`src/rtl/sha2_padder.sv`:
```
// Streaming SHA-2 padder: packs message words into a 16-word block and appends the
// FIPS 180-4 padding (0x80 marker, zero fill, 2*W-bit length) itself.
module sha2_padder #(
    parameter int W = 64,
    localparam int NB_W  = $clog2(W/8) + 1,
    localparam int BLK_W = 16 * W,
    localparam int LEN_W = 2 * W
) (
    input  logic             clk,
    input  logic             rst_b,
    input  logic             clr,
    input  logic             in_valid,
    output logic             in_ready,
    input  logic [W-1:0]     in_data,
    input  logic             in_last,
    input  logic [NB_W-1:0]  in_nbytes,
    output logic             blk_valid,
    input  logic             blk_ready,
    output logic [BLK_W-1:0] blk,
    output logic             blk_last,
    output logic [3:0]       idx
);

    typedef enum logic [2:0] {S_LOAD, S_PAD, S_ZERO, S_LEN, S_FULL} state_t;

    state_t             state, state_n, resume, resume_n;
    logic               pad_wrap, pad_wrap_n;
    logic [LEN_W-1:0]   len, len_n;
    logic               blk_valid_n, blk_last_n;
    logic               wr_en;
    logic [W-1:0]       wr_data;
    logic [W-1:0]       keep_mask, marker, pad_word;
    logic               last_slot;

    // Partial last word: keep the valid leading bytes and drop the 0x80 marker right after them.
    assign keep_mask = ~({W{1'b1}} >> {in_nbytes, 3'b000});
    assign marker    = {8'h80, {(W-8){1'b0}}} >> {in_nbytes, 3'b000};
    assign pad_word  = (in_data & keep_mask) | marker;

    assign in_ready  = (state == S_LOAD) && !blk_valid;
    assign last_slot = (idx == 4'd15);

    // NOTE: every signal assigned here gets a default first, so no path can infer a latch.
    always_comb begin
        state_n     = state;
        resume_n    = resume;
        pad_wrap_n  = pad_wrap;
        len_n       = len;
        blk_valid_n = blk_valid;
        blk_last_n  = blk_last;
        wr_en       = 1'b0;
        wr_data     = '0;

        case (state)
            S_LOAD: begin
                if (in_valid && in_ready) begin
                    wr_en = 1'b1;
                    if (!in_last) begin
                        wr_data = in_data;
                        len_n   = len + LEN_W'(W);
                    end else if (in_nbytes < NB_W'(W/8)) begin
                        wr_data    = pad_word;
                        len_n      = len + LEN_W'({in_nbytes, 3'b000});
                        pad_wrap_n = (idx == 4'd14);
                        state_n    = S_ZERO;
                    end else begin
                        wr_data = in_data;
                        len_n   = len + LEN_W'(W);
                        state_n = S_PAD;
                    end
                end
            end
            S_PAD: begin
                wr_en      = 1'b1;
                wr_data    = {8'h80, {(W-8){1'b0}}};
                pad_wrap_n = (idx == 4'd14);
                state_n    = S_ZERO;
            end
            S_ZERO: begin
                // Length only fits if the marker landed at slot 13 or earlier in this block.
                if (!pad_wrap && idx == 4'd14) begin
                    state_n = S_LEN;
                end else begin
                    wr_en = 1'b1;
                    if (last_slot) pad_wrap_n = 1'b0;
                end
            end
            S_LEN: begin
                wr_en   = 1'b1;
                wr_data = last_slot ? len[W-1:0] : len[LEN_W-1:W];
                if (last_slot) begin
                    blk_last_n = 1'b1;
                    state_n    = S_LOAD;
                end
            end
            S_FULL: begin
                if (blk_ready) begin
                    blk_valid_n = 1'b0;
                    state_n     = resume;
                    if (blk_last) begin
                        blk_last_n = 1'b0;
                        len_n      = '0;
                    end
                end
            end
            default: state_n = S_LOAD;
        endcase

        // Filling slot 15 always closes the block; the state computed above is where we resume.
        if (wr_en && last_slot) begin
            resume_n    = state_n;
            state_n     = S_FULL;
            blk_valid_n = 1'b1;
        end
    end

    // NOTE: sequential state uses non-blocking assignments so every register samples pre-edge values.
    always_ff @(posedge clk or negedge rst_b) begin
        if (!rst_b) begin
            state    <= S_LOAD;
            resume   <= S_LOAD;
            pad_wrap <= 1'b0;
        end else if (clr) begin
            state    <= S_LOAD;
            resume   <= S_LOAD;
            pad_wrap <= 1'b0;
        end else begin
            state    <= state_n;
            resume   <= resume_n;
            pad_wrap <= pad_wrap_n;
        end
    end

    // NOTE: the block register is cleared on reset/clr because abort must leave blk observably zero.
    always_ff @(posedge clk or negedge rst_b) begin
        if (!rst_b) begin
            idx       <= '0;
            len       <= '0;
            blk       <= '0;
            blk_valid <= 1'b0;
            blk_last  <= 1'b0;
        end else if (clr) begin
            idx       <= '0;
            len       <= '0;
            blk       <= '0;
            blk_valid <= 1'b0;
            blk_last  <= 1'b0;
        end else begin
            len       <= len_n;
            blk_valid <= blk_valid_n;
            blk_last  <= blk_last_n;
            if (wr_en) begin
                blk[int'(idx)*W +: W] <= wr_data;
                idx                   <= idx + 4'd1;
            end
        end
    end

endmodule

```
`config.mk`:
```
export PLATFORM = sky130hd
export DESIGN_NAME = sha2_padder
export DESIGN_NICKNAME = d
export VERILOG_FILES = /design/src/rtl/sha2_padder.sv
export SDC_FILE = /design/constraint.sdc
export NUM_CORES = 2
export LEC_CHECK = 0
export ABC_CLOCK_PERIOD_IN_PS = 2910
export CORE_AREA = 2 2 432 434
export CTS_BUF_LIST = sky130_fd_sc_hd__clkbuf_2 sky130_fd_sc_hd__clkbuf_4 sky130_fd_sc_hd__clkbuf_8
export DETAILED_ROUTE_END_ITERATION = 16
export DIE_AREA = 0 0 434 436
export HOLD_SLACK_MARGIN = 0.12
export PLACE_DENSITY = 0.55
export SKIP_LAST_GASP = 1
export SYNTH_ARGS = -nofsm -noshare
export SYNTH_HDL_FRONTEND = slang
export SYNTH_SLANG_ARGS = --single-unit
```
`constraint.sdc`:
```
create_clock -name clk -period 2.91 [get_ports clk]
set_input_delay 0.4365 -clock clk [delete_from_list [all_inputs] [get_ports clk]]
set_output_delay 0.4365 -clock clk [all_outputs]
set_load 0.02 [all_outputs]
```
Yosys cells after proc, flatten, opt, wreduce, memory -nomap -nowiden. Index checks and enable logic that the tools add are counted. W data, S select, Z words.

Flip-flop bits (word level): 1165. Word-level logic and storage cells: 98.

$add $sub $neg: 4. Magnitude comparators: 1. Eq/ne operators: 14. Shift operators: 4. Muxes and demuxes: 45. Bitwise gates (word level): 3. Reductions and logical operators: 19.

Operators with widths (count): $mux W1024 (2); $bwmux W1024 (1); $shift A64 B33 Y1024 const A (1); $shiftx A64 B33 Y1024 (1); $mux W128 (6); $mux W64 (4); $pmux W128 S2 (1); $pmux W64 S3 (1); $add A128 B7 Y128 (1); $add A128 B7 Y128 const B (1); $shr A64 B7 Y64 const A (2); $and A64 B64 Y64 (1); $not A64 Y64 (1); $or A64 B64 Y64 (1); $neg A10 Y33 (1); $mux W3 (9); $ne A3 B3 Y1 const B (6); $pmux W3 S5 (1); $mux W1 (14); $reduce_bool A3 Y1 (4); $eq A4 B4 Y1 const B (2); $mux W4 (2); $eq A3 B2 Y1 const B (2); $ne A3 B2 Y1 const B (2); 17 further kinds (23).

Longest topological paths before layout.
Word-level depth: 12. Mapped depth: 13. Mapped depth without buffers: 9.

Least setup slack after synthesis. No wires, ideal clock.

Path type: register -> register. Start: register idx[0]. End: register blk[132]. Arrival time: 2.775 ns. Required time: 2.844 ns. Setup slack: 0.069 ns. Cell stages (with the launch flop): 12. Buffers on the path: 3. Period minus slack after synthesis: 2.841 ns. Path through: dfrtp_1 > clkbuf_1 > inv_1 > ha_1 > clkbuf_1 > inv_1 > nor2_1 > and3_1 > o21ai_1 > nor2_1 > clkbuf_1 > a22o_1.

Longest elaborated chain between the ends: 7.

RTL lines: start, declared (line 21) `output logic [3:0] idx`; start signal, assigned (line 154) `idx <= idx + 4'd1;`; branches (longest 7 deep; another with $neg A10 Y33); end signal, assigned by index (line 153) `blk[int'(idx)*W +: W] <= wr_data;`; end, declared (line 19) `output logic [BLK_W-1:0] blk,`.

Several ways; the timed one is not identified. The select of a mux whose other input is x is not followed. A chain may end at the register's enable or synchronous reset.

Worst setup path after layout.
Start: register len[57]. End: register len[116].

Longest elaborated chain between the ends: 6.

RTL lines: start, declared (line 28) `logic [LEN_W-1:0] len, len_n;`; start signal, assigned (line 149) `len <= len_n;`; $add A128 B7 Y128, on equally long branches (line 60, 68, 63); $mux W128 (line 61) `end else if (in_nbytes < NB_W'(W/8)) begin`; $mux W128 (*) (line 58) `if (!in_last) begin`; $mux W128 (*) (line 56) `if (in_valid && in_ready) begin`; $pmux W128 S2 (*) (line 54) `case (state)`; $mux W128 (*) (line 142) `end else if (clr) begin`.

Mark *: on every way between the ends. The rest lies on a longest branch, timed or not. The select of a mux whose other input is x is not followed.

==> out/qor.yml <==
outcome: "complete, no violations"
drcViolationCount: 0
finalMaxSlewViolations: 0
fp.dieArea_um2: 189000
regToRegSetupSlack_ns: 0.03
power_density_nw_per_um2: 516
vias: 46300
die_h_um: 436
cp.required_ns: 3.78
viasPerCell: 5.53
num-nets-final: 5815
grt_setup_unrepaired: "yes"
crit_family: "simple AND/OR/NAND/NOR gates"
gp_congestion: 0.982
synth.area.top_cells: "dfrtp_1 (61%), a22o_1 (16%), clkbuf_1 (2.1%), o21ai_0 (2.0%), nor2_1 (1.9%)"
drtIter0Drc: 4915
cts.reportedPaths.clkPinSlew_ns: 0.06
hold_class: "in -> reg"
timing.hold.ws_ns: 0.238
rr_worst_depth: 7
cts_sinks: 1162
cts_buffers: 205
critical_path_buf_inv_count: 1
core_um2: 185000
hold_depth: 5
worstHoldStart: "in_data[35]"
ant_nets: 0
hpwl_mm: 217
seq_area_frac_synth: 0.606
rows: 158
routedWlPerCell_um: 34.9
start_kind: "flip-flop"
min_period_over_period: 0.990
reg2reg_from: "len[57]$_DFFE_PN0P_"
cpMostUsedCell: "nand4_1"
cp_max_fo: 6
syn_to_final_growth_pct: 53.1
relSlewSlack: 0.467
pin_count: 1105
crit_path_cell_trace: "nand4_1 > nor4_2 > and3_1 > nand4_1 > buf_4 > or4_1 > a32oi_1"
synth.largest_area_cell: "dfrtp_1"
ys.flop_type: "dfrtp_1"
slowest_delay_ns: 0.67
grt_pass1_wl_mm: 395
clkPwrFrac: 0.443
yosys_warnings: 0
async_flop_share: 1.00
tns_ns: 0
fmax_ghz: 0.347
clock_tree.buffer_depth: 3
grt_pass1_vias: 45100
rr_endpoint: "len[116]$_DFFE_PN0P_"
io_buffer_count: 1104
avgSynthCellArea_um2: 11.8
grt_max_degree: 78
crit_path_end_kind: "flip-flop"
cts_tree: "yes"
setup_viol: 0
ctsHtreeMaxLevel: 4
crit_type: "reg -> reg"
hold_end: "blk[35]$_DFFE_PN0P_"
final_layout_size_suffix_gt1_frac: 0.210
setup_slack_ns: 0.0278
hold_violations: 0
overflow: 0
p_int_mw: 27.1
antenna_found_initial: 17
yosysTopAreaCellShare: 0.606
skew_ns: 0.0476
wirelength_mm: 292
synth_enable_flop_cells: 0
final_common_cell: "dfrtp_1"
syn_area_um2: 48000
crit_slowest_cell: "dfrtp_1"
yosys_register_bits: 1162
power_mw: 37.9
synth_cell_types: 84
power_frac_seq: 0.434
synthCells: 4081
initial_utilization: 0.260
synth_fp_nets: 4166
clockRootBuffer: "clkbuf_8"
switching_share: 0.285
nFillCells: 18000
crit_arrival_ns: 3.76
dpl_worst_slack_ns: -0.789
worst_pin_slew_ns: 0.800
fin_util: 0.398
die_w_um: 434
switching_power_mw: 10.8
combPwrFrac: 0.123
ir_drop_mv: 0.423
track_usage: 0.300
postCtsSetupBuffers: 0
mostFrequentLayoutCells: "dfrtp_1 (1161), clkdlybuf4s50_1 (1098), a22o_1 (893)"
p_leak_nw: 32.2
drtPass1Iterations: 6
finalCriticalPeriod_ns: 2.88
insertion_delay_ns: 1.00
cap_violations: 0
==> kinds of logic (layout without fill, tap and decap cells) <==
| family | Yosys count | in the layout | share of synthesized area |
|---|---|---|---|
| multiplexers | 45 | 45 | 0.00943 |
| adder cells (fa/ha/maj) | 11 | 11 | 0.00302 |
| XOR/XNOR | 20 | 20 | 0.00365 |
| flip-flops | 1162 | 1162 | 0.606 |
| AO/OA/AOI/OAI | 1425 | 1425 | 0.235 |
| buffers and inverters | 434 | 2235 | 0.0370 |
| AND/OR/NAND/NOR | 984 | 984 | 0.106 |
| other | 0 | 5 | 0 |
==> layout make-up <==
cell class | count | area, um2 | area share
tap | 2480 | 3100 | 0.0422
sequential | 1162 | 29100 | 0.396
inverter | 44 | 165 | 0.00225
antenna | 5 | 12.5 | 0.000170
clock inverter | 42 | 537 | 0.00731
multi-input combinational | 2485 | 17900 | 0.244
timing repair buffer | 1832 | 18800 | 0.255
clock buffer | 317 | 3930 | 0.0535
==> registers in the layout, indices dropped and copies added, names as in the netlist <==
register / count
blk: 1024
blk_last: 1
blk_valid: 1
idx: 4
len: 125
pad_wrap: 1
resume: 3
state: 3
==> power by group through the flow <==
stage / clock, mW / sequential, mW / combinational (mW)
2_1_floorplan: 0 / 16.9 / 1.33
3_3_place_gp: 0 / 16.7 / 4.63
3_5_place_dp: 0 / 16.7 / 4.64
4_1_cts: 17.1 / 16.4 / 4.66
5_1_grt: 17.8 / 16.5 / 4.86
6_report: 16.8 / 16.4 / 4.65
==> what timing repair did <==
action,CTS,global route
gates resized for setup,6,12
hold buffers,7,0
pin swaps,0,1
setup endpoints to repair,6,139
hold endpoints to repair,790,0
==> cells in the mapped netlist, types with 5 or more instances <==
cell         n
nand3_1     95
o21ai_0    190
clkbuf_1   266
nor2_2       8
nor3b_1      7
o211ai_1    18
nand2b_1     8
nor3_2      10
nor2b_1      5
a32o_1      74
nor2_1     243
inv_1       44
and4_1      22
nand2_1    207
or4_1       10
a22o_1     895
nor3_1     120
xor2_1      12
nand4b_1     5
dfrtp_1   1162
a21o_1       6
a31oi_1     26
o311ai_0     8
a22oi_1      6
a21oi_2      5
o22ai_1     12
nor4_2       8
buf_2      110
a211oi_1     6
ha_1        10
xnor2_1      8
a21oi_1     94
and3_1      23
o31ai_1      9
buf_1       12
o41ai_1     14
mux2i_1     43
or3_1       14
and2_1      55
o21ai_1     23
nand4_1     84
nor4_1      32
==> layer usage <==
metal,wire (um),part of all wire,global-route usage,vias up
met4,17900,0.061,0.162,8
li1,-,-,-,18800
met5,60,0.00021,0,-
met1,116000,0.40,0.381,24200
met2,135000,0.46,0.475,2572
met3,23600,0.081,0.0655,606
==> worst max path at each step <==
stage / endpoint / startpoint / cells past startpoint
finish: len[116]$_DFFE_PN0P_ / len[57]$_DFFE_PN0P_ / 7
global route: blk[5]$_DFFE_PN0P_ / state[1]$_DFF_PN0_ / 9
CTS: in_ready / state[1]$_DFF_PN0_ / 2
detailed placement: len[23]$_DFFE_PN0P_ / in_nbytes[3] / 10
global placement: len[23]$_DFFE_PN0P_ / in_nbytes[3] / 10
floorplan: blk[132]$_DFFE_PN0P_ / idx[0]$_DFFE_PN0P_ / 11
==> tightest hold or removal path: stages <==
cell	delay (ns)
clkdlybuf4s50_1	0.40
nand2_1	0.07
o21ai_2	0.12
nor2_1	0.12
nor3_1	0.05
==> through the flow <==
stage,cells,cell area (um2)
global route,8365,73500
floorplan,4081,48000
CTS,8362,73400
detailed placement,7996,68900
finish,8367,73500
global placement,7996,68900
Note: power is estimated with default switching activity, not from simulation.
